--- config.mk ---
export PLATFORM = sky130hd
export DESIGN_NAME = spi_xfer_arbiter
export DESIGN_NICKNAME = d
export VERILOG_FILES = /design/src/rtl/spi_xfer_arbiter.sv
export SDC_FILE = /design/constraint.sdc
export NUM_CORES = 1
export LEC_CHECK = 0
export BUFFER_PORTS_ARGS = -buffer_cell sky130_fd_sc_hd__clkbuf_2
export CAP_MARGIN = 15
export CORE_MARGIN = 2
export CORE_UTILIZATION = 50
export DETAILED_ROUTE_END_ITERATION = 6
export GPL_TIMING_DRIVEN = 0
export HOLD_SLACK_MARGIN = 0.05
export PLACE_DENSITY = 0.75
export SLEW_MARGIN = 10
export SYNTH_ARGS = -nofsm -noshare
export SYNTH_HDL_FRONTEND = slang
export SYNTH_SLANG_ARGS = --single-unit
--- constraint.sdc ---
create_clock -name clk -period 3.2 [get_ports clk]
set_input_delay 0.64 -clock clk [delete_from_list [all_inputs] [get_ports clk]]
set_output_delay 0.64 -clock clk [all_outputs]
set_load 0.01 [all_outputs]
--- src/rtl/spi_xfer_arbiter.sv ---
// Two-requester round-robin burst sequencer in front of a single-byte SPI master.
// A granted burst moves req_len+1 bytes, one at a time, with an idle CS-high gap between bytes.
module spi_xfer_arbiter #(
    parameter int LEN_W      = 4,
    parameter int GAP_CYCLES = 2,
    parameter int TIMEOUT    = 1023
) (
    input  logic               clk,
    input  logic               rst,
    input  logic [1:0]         req,
    input  logic [2*LEN_W-1:0] req_len,
    input  logic [7:0]         wr_data0,
    input  logic [7:0]         wr_data1,
    output logic [1:0]         wr_pop,
    output logic [1:0]         grant,
    output logic [7:0]         rd_data,
    output logic [1:0]         rd_valid,
    output logic [1:0]         done,
    output logic [1:0]         err,
    output logic               busy,
    output logic [7:0]         spi_tx_data,
    output logic               spi_tx_valid,
    input  logic               spi_tx_ready,
    input  logic [7:0]         spi_rx_data,
    input  logic               spi_rx_valid
);

    localparam int TO_W  = (TIMEOUT > 1) ? $clog2(TIMEOUT + 1) : 1;
    localparam int GAP_W = (GAP_CYCLES > 1) ? $clog2(GAP_CYCLES) : 1;
    localparam logic [TO_W-1:0]  TO_LAST  = TO_W'(TIMEOUT);
    localparam logic [GAP_W-1:0] GAP_LAST = GAP_W'((GAP_CYCLES > 0) ? GAP_CYCLES - 1 : 0);

    typedef enum logic [2:0] {
        S_IDLE,
        S_SEND,
        S_WAIT_RX,
        S_GAP,
        S_DONE,
        S_ABORT
    } state_t;

    state_t           state;
    logic             owner;
    logic             last_grant;
    logic             pick;
    logic [LEN_W-1:0] len;
    logic [LEN_W-1:0] byte_cnt;
    logic [TO_W-1:0]  to_cnt;
    logic [GAP_W-1:0] gap_cnt;
    logic [7:0]       owner_data;

    // On a tie the requester that did not own the previous burst wins.
    always_comb begin
        pick = 1'b0;
        if (req == 2'b11) begin
            pick = ~last_grant;
        end else if (req[1]) begin
            pick = 1'b1;
        end
    end

    assign owner_data = owner ? wr_data1 : wr_data0;

    always_ff @(posedge clk or posedge rst) begin
        if (rst) begin
            state        <= S_IDLE;
            owner        <= 1'b0;
            last_grant   <= 1'b1;
            len          <= '0;
            byte_cnt     <= '0;
            to_cnt       <= '0;
            gap_cnt      <= '0;
            wr_pop       <= 2'b00;
            grant        <= 2'b00;
            rd_data      <= 8'h00;
            rd_valid     <= 2'b00;
            done         <= 2'b00;
            err          <= 2'b00;
            busy         <= 1'b0;
            spi_tx_data  <= 8'h00;
            spi_tx_valid <= 1'b0;
        end else begin
            wr_pop   <= 2'b00;
            rd_valid <= 2'b00;
            done     <= 2'b00;
            err      <= 2'b00;
            case (state)
                S_IDLE: begin
                    if (req != 2'b00) begin
                        owner        <= pick;
                        grant        <= pick ? 2'b10 : 2'b01;
                        len          <= pick ? req_len[2*LEN_W-1 -: LEN_W] : req_len[LEN_W-1:0];
                        byte_cnt     <= '0;
                        spi_tx_data  <= pick ? wr_data1 : wr_data0;
                        spi_tx_valid <= 1'b1;
                        busy         <= 1'b1;
                        state        <= S_SEND;
                    end
                end
                S_SEND: begin
                    if (spi_tx_ready) begin
                        spi_tx_valid <= 1'b0;
                        wr_pop       <= grant;
                        to_cnt       <= '0;
                        state        <= S_WAIT_RX;
                    end
                end
                S_WAIT_RX: begin
                    // A byte arriving on the timeout cycle still counts.
                    if (spi_rx_valid) begin
                        rd_data  <= spi_rx_data;
                        rd_valid <= grant;
                        if (byte_cnt == len) begin
                            state <= S_DONE;
                        end else begin
                            byte_cnt <= byte_cnt + 1'b1;
                            if (GAP_CYCLES == 0) begin
                                spi_tx_data  <= owner_data;
                                spi_tx_valid <= 1'b1;
                                state        <= S_SEND;
                            end else begin
                                gap_cnt <= '0;
                                state   <= S_GAP;
                            end
                        end
                    end else if (to_cnt == TO_LAST) begin
                        state <= S_ABORT;
                    end else begin
                        to_cnt <= to_cnt + 1'b1;
                    end
                end
                S_GAP: begin
                    if (gap_cnt == GAP_LAST) begin
                        spi_tx_data  <= owner_data;
                        spi_tx_valid <= 1'b1;
                        state        <= S_SEND;
                    end else begin
                        gap_cnt <= gap_cnt + 1'b1;
                    end
                end
                S_DONE: begin
                    done       <= grant;
                    grant      <= 2'b00;
                    last_grant <= owner;
                    busy       <= 1'b0;
                    state      <= S_IDLE;
                end
                S_ABORT: begin
                    err        <= grant;
                    grant      <= 2'b00;
                    last_grant <= owner;
                    busy       <= 1'b0;
                    state      <= S_IDLE;
                end
                default: begin
                    state <= S_IDLE;
                end
            endcase
        end
    end

endmodule

==> results.json, run 1 <==
{
  "status": "finished, final reports clean",
  "numPortBuffers": 65,
  "clockBufferDepth": 2,
  "num_vias": 1995,
  "fillCellCount": 410,
  "fin_crit_ns": 1.81,
  "rsz0062_at_grt": "false",
  "drv_cap": 0,
  "setup_viol_count_final": 0,
  "drt_pass1_iterations": 4,
  "avgSynthCellArea_sq_um": 10.7,
  "ys_types": 47,
  "setup-tns-final_ns": 0,
  "ant_nets": 0,
  "initial_utilization_pct": 52.3,
  "p_leak_uw": 0.00153,
  "drc": 0,
  "drt_iter0_drc": 82,
  "gr-usage-met2_pct": 30.1,
  "syn_area_sq_um": 2500,
  "die_w_microns": 74.8,
  "coreArea_sq_um": 4790,
  "maxSlewHeadroom_pct": 68.7,
  "final_cell_mix": "65 x clkbuf_2, 51 x dfrtp_1, 27 x nand2_1",
  "synth_top_area_share_pct": 51.0,
  "met3_usage_pct": 4.82,
  "n_antenna_cell": 0,
  "arrival_ns": 2.01,
  "crit_type": "reg2reg",
  "cts_setup_buffers": 0,
  "yosys_warnings": 0,
  "place.gp.congestion": 0.827,
  "ff_latch_area_sq_um": 1300,
  "synth_edf_count": 0,
  "grt_pass1_vias": 1740,
  "min_period_over_period_pct": 56.5,
  "synth_area_leaders": "dfrtp_1 51%, mux2i_1 7.2%, o21ai_0 4.8%",
  "startpoint_type": "flip-flop",
  "cts_max_level": 2,
  "grtUsageMet1_pct": 26.8,
  "final.setup.worst_slack_ns": 1.39,
  "clkTransAtPathRegs_ns": 0.10,
  "ios": 66,
  "cts-root-buf": "clkbuf_8",
  "rows": 25,
  "drt-total-wl_mm": 5.00,
  "fmax_ghz": 0.553,
  "dp_slack_ns": 1.15,
  "layout.nets": 346,
  "cts_hold_buf": 0,
  "cts_tree": "built",
  "synth-async-reset-ratio_pct": 100,
  "postCtsResizedCells": 0,
  "dieHeight_microns": 74.8,
  "dominantRegCellSynth": "dfrtp_1",
  "worst_pin_slew_ns": 0.467,
  "grt_antenna_before_repair": 0,
  "final_cells": 374,
  "grt_overflow_total": 0,
  "vdd.ir_drop.worst_mv": 0.459,
  "busiest_layer": "met2",
  "ys_seq_elements": 52,
  "grt_max_degree": 35,
  "layout-drive-gt1-share_pct": 31.3,
  "wl_per_cell_microns": 13.4,
  "dp_hpwl_mm": 3.73,
  "synth_top_cell_by_area": "dfrtp_1",
  "die_area_sq_um": 5590,
  "crit_fanout": 10,
  "numCtsBuffers": 5,
  "grt_pass1_wl_mm": 8.21,
  "final_common_cell": "clkbuf_2",
  "clock_latency_ns": 0.31,
  "syn_inst": 233,
  "end_kind": "flip-flop",
  "ys_seq_area_share_pct": 52.0,
  "track_usage_pct": 19.2,
  "syn_nets": 273,
  "finalClockSkew_ns": 0.0113,
  "hp-class": "in2async",
  "finalHoldViolCount": 0,
  "routed_via_density": 5.33,
  "slew_viol_final": 0,
  "multi_input_area_sq_um": 1120,
  "synthToLayoutAreaGrowth_pct": 22.0,
  "dpl.cell_count": 366,
  "powerDensity_nw_per_um2": 852,
  "worstPathRequired_ns": 3.40,
  "cts_sinks": 52
}
-- path summary, 6_finish.rpt --
| path | from | endpoint | slack (ns) | depth (start not counted) |
|---|---|---|---|---|
| min in group clk | last_grant | last_grant | 0.49 | 2 |
| min | rst | rd_data[4] | 0.29 | 2 |
| max reg2reg | state[1] | rd_data[6] | 1.39 | 5 |
| max | state[1] | rd_data[6] | 1.39 | 5 |
| min reg2reg | last_grant | last_grant | 0.49 | 2 |
| max in group asynchronous | rst | last_grant | 2.33 | 3 |
-- cells by family after synthesis --
group	count (synthesis)	synth area share, %
XOR/XNOR	4	1.40
buffers and inverters	17	3.05
flip-flops	52	52.0
adder cells (fa/ha/maj)	2	0.999
AO/OA/AOI/OAI	49	12.6
multiplexers	28	12.1
AND/OR/NAND/NOR	81	17.8
-- registers in the layout (all words and copies together) (netlist names), 2 cells and up --
signal / count
to_cnt: 10
rd_data: 8
spi_tx_data: 8
byte_cnt: 4
len: 4
state: 3
done: 2
err: 2
grant: 2
rd_valid: 2
wr_pop: 2
-- per-stage QoR --
stage | util (%) | instance area (sq um) | power [uW] | hold slack (ns)
floorplan | - | 2500 | 1800 | 0.446
global placement | 60.9 | 2910 | 2110 | 0.458
detailed placement | 61.3 | 2930 | 2150 | 0.462
CTS | 63.8 | 3050 | 2620 | 0.305
global route | 63.8 | 3050 | 2800 | 0.331
finish | 63.8 | 3050 | 2600 | 0.291
-- synth_stat cells, drive strengths merged, types with 2 or more instances --
cell and instances:
a211o 3, a21o 2, a21oi 4, a31oi 3, and2 2, and3 8
and3b 2, and4 3, buf 5, clkbuf 6, dfrtp 51, ha 2
inv 6, mux2 9, mux2i 19, nand2 27, nand2b 3, nand3 9
nand4 3, nor2 4, nor2b 4, nor3 5, nor3b 3, nor4bb 2
o211ai 2, o21ai 24, o21bai 2, or3 2, xnor2 4
-- critical path, cell delays in order, from the launching register on --
cell	delay, ns
dfrtp_1	0.45
buf_2	0.26
nand2_1	0.11
nor3_2	0.23
buf_2	0.30
mux2_2	0.36
-- power by group --
part / total, uW / leakage [uW] / internal [uW] / switching (uW)
logic: 1040 / 0.000809 / 473 / 570
clock network: 474 / 0.0000614 / 256 / 218
registers: 1090 / 0.000663 / 900 / 187
total: 2600 / 0.00153 / 1630 / 975
-- routing by layer --
metal	vias to the layer above	part of all wire, %	wire (microns)
met1	967	47	2350
met5	-	0	0
li1	986	-	-
met4	0	1.1	54
met2	36	48	2400
met3	6	3.9	197
-- area by class of cell --
type / count / share of cell area, %
inverters: 6 / 0.737
clock buffers: 6 / 2.70
plain buffers: 11 / 1.76
multi-input cells: 164 / 36.8
flip-flops and latches: 52 / 42.6
clock inverters: 2 / 1.27
repair buffers: 66 / 11.3
well taps: 67 / 2.74
No activity file was read; power rests on OpenSTA's default activity.
==> run 2, diff against run 1 <==
Settings changed: CORE_UTILIZATION 50 to 47, PLACE_DENSITY 0.75 to 0.74.
Clock period 3.2 ns to 1.61 ns, I/O delays scaled along.
==> run 2 against run 1 <==
The run now ends with setup timing left; global-route usage fell by 0.20 points; count of clock-buffer cells in the layout fell by 1; critical path depth did not move; largest cell class unchanged; largest power group is now combinational logic.
==> results.json, run 2 (synthesis results as in run 1) <==
{
  "status": "finished with violations",
  "violations": "setup timing",
  "cts_max_level": 2,
  "reg2reg_to": "to_cnt[9]",
  "setup_viol_count_final": 7,
  "powerDensity_nw_per_um2": 1670,
  "cts_sinks": 52,
  "clockBufferDepth": 2,
  "drt_pass1_iterations": 4,
  "path_cells": "buf_6, or4b_4, buf_6, or3_1, o211ai_2",
  "layout-drive-gt1-share_pct": 40.8,
  "grt_max_degree": 30,
  "place.gp.congestion": 0.830,
  "reg2reg_depth": 5,
  "grt_pass1_vias": 1997,
  "cts_hold_buf": 0,
  "worst_pin_slew_ns": 0.650,
  "num_vias": 2113,
  "r2r_start": "state[0]",
  "fillCellCount": 449,
  "cts_tree": "built",
  "hp-class": "in2async",
  "numPortBuffers": 65,
  "worst_path_most_repeated_cell": "buf_6",
  "reg2reg_slack_ns": -0.07,
  "cts-root-buf": "clkbuf_8",
  "reg_top3": "to_cnt (10), rd_data (8), spi_tx_data (8)",
  "arrival_ns": 1.92,
  "synthToLayoutAreaGrowth_pct": 31.4,
  "drc": 0,
  "largest_reg_flops": 10,
  "rows": 26,
  "final_cell_mix": "65 x clkbuf_2, 48 x dfrtp_1, 26 x nand2_1",
  "final.setup.worst_slack_ns": -0.0651,
  "layout.nets": 360,
  "fmax_ghz": 0.597,
  "drt-total-wl_mm": 5.54,
  "dieHeight_microns": 77.0,
  "coreArea_sq_um": 5140,
  "n_antenna_cell": 0,
  "drt_iter0_drc": 128,
  "dp_slack_ns": -0.215,
  "vdd.ir_drop.worst_mv": 0.860,
  "grt_overflow_total": 0,
  "crit_fanout": 8,
  "ios": 66,
  "ant_nets": 0,
  "numCtsBuffers": 5,
  "track_usage_pct": 19.0,
  "final_cells": 391,
  "grt_pass1_wl_mm": 9.17,
  "die_w_microns": 77.0,
  "crit_type": "reg2reg",
  "fin_crit_ns": 1.68,
  "min_period_over_period_pct": 104,
  "startpoint_type": "flip-flop",
  "maxSlewHeadroom_pct": 56.6,
  "clock_latency_ns": 0.31,
  "crit_path_max_incr_delay_ns": 0.52,
  "p_leak_uw": 0.00164,
  "worstPathRequired_ns": 1.85,
  "routed_via_density": 5.40,
  "end_kind": "flip-flop",
  "power.total_uw": 5490,
  "rsz0062_at_grt": "true",
  "die_area_sq_um": 5930,
  "wl_per_cell_microns": 14.2,
  "grt_antenna_before_repair": 0,
  "crit_family": "simple AND/OR/NAND/NOR gates",
  "slowest_stage": "or4b_4",
  "dp_hpwl_mm": 3.80,
  "final_common_cell": "clkbuf_2",
  "finalHoldViolCount": 0,
  "setup-tns-final_ns": -0.151,
  "regMostFlops": "to_cnt",
  "drv_cap": 0,
  "initial_utilization_pct": 48.7,
  "slew_viol_final": 0,
  "clkTransAtPathRegs_ns": 0.09,
  "dpl.cell_count": 369,
  "worst-path-buf-inv": 2,
  "finalClockSkew_ns": 0.00407
}
## run 2: changes by cell type in the layout (fill, tap and decap cells not counted), sizes merged
cell / change
buf: +18
clkinv: +2
bufinv: -1
clkbuf: -5
## run 2: final cells by class
| cell class | instances | area [sq um] | area share [%] |
|---|---|---|---|
| multi-input cells | 164 | 1220 | 37.0 |
| clock buffers | 5 | 68.8 | 2.09 |
| flip-flops and latches | 52 | 1310 | 39.7 |
| repair buffers | 82 | 487 | 14.8 |
| clock inverters | 3 | 18.8 | 0.571 |
| well taps | 70 | 87.6 | 2.66 |
| plain buffers | 9 | 80.1 | 2.43 |
| inverters | 6 | 22.5 | 0.685 |
## run 2: worst max path at each step
stage	start	to	slack, ns	depth (start not counted)
6_report	state[0]	to_cnt[9]	-0.07	5
5_1_grt	state[0]	to_cnt[5]	-0.14	6
4_1_cts	state[0]	to_cnt[5]	-0.04	6
3_5_place_dp	state[1]	rd_data[4]	-0.21	5
3_3_place_gp	rst	spi_tx_data[5]	-0.61	2
2_1_floorplan	state[0]	state[2]	0.0009	5
## run 2: worst register-to-register path, stage by stage, from the launching register on
cell      delay (ns)
dfrtp_1         0.40
buf_6           0.14
or4b_4          0.52
buf_6           0.14
or3_1           0.32
o211ai_2        0.08
## run 2: metrics by stage
stage | hold WS, ns | instance area (sq um) | utilization, %
global route | 0.129 | 3290 | 64.0
detailed placement | 0.437 | 2950 | 57.4
global placement | 0.456 | 2920 | 56.9
CTS | 0.0932 | 3200 | 62.3
floorplan | 0.446 | 2510 | -
finish | 0.0671 | 3290 | 64.0
## run 2: power by group
part / switching (uW) / total (uW) / internal (uW)
sequential: 373 / 2170 / 1790
combinational: 1290 / 2580 / 1290
clock: 436 / 740 / 304
total: 2100 / 5490 / 3390
## run 2: repair_timing
| item | CTS | global route |
|---|---|---|
| buffers inserted | 11 | 3 |
| pin swaps | 4 | 5 |
| setup endpoints to repair | 35 | 42 |
| hold endpoints to repair | 0 | 0 |
| gates cloned | 2 | 0 |
| gates resized for setup | 24 | 21 |
## run 2: routing by layer
metal | track usage (%) | up-vias | part of all wire [%]
met5 | 0 | - | 0
li1 | - | 1009 | -
met4 | 7.32 | 0 | 2.0
met1 | 24.0 | 1048 | 44
met3 | 3.53 | 14 | 3.6
met2 | 32.5 | 42 | 50
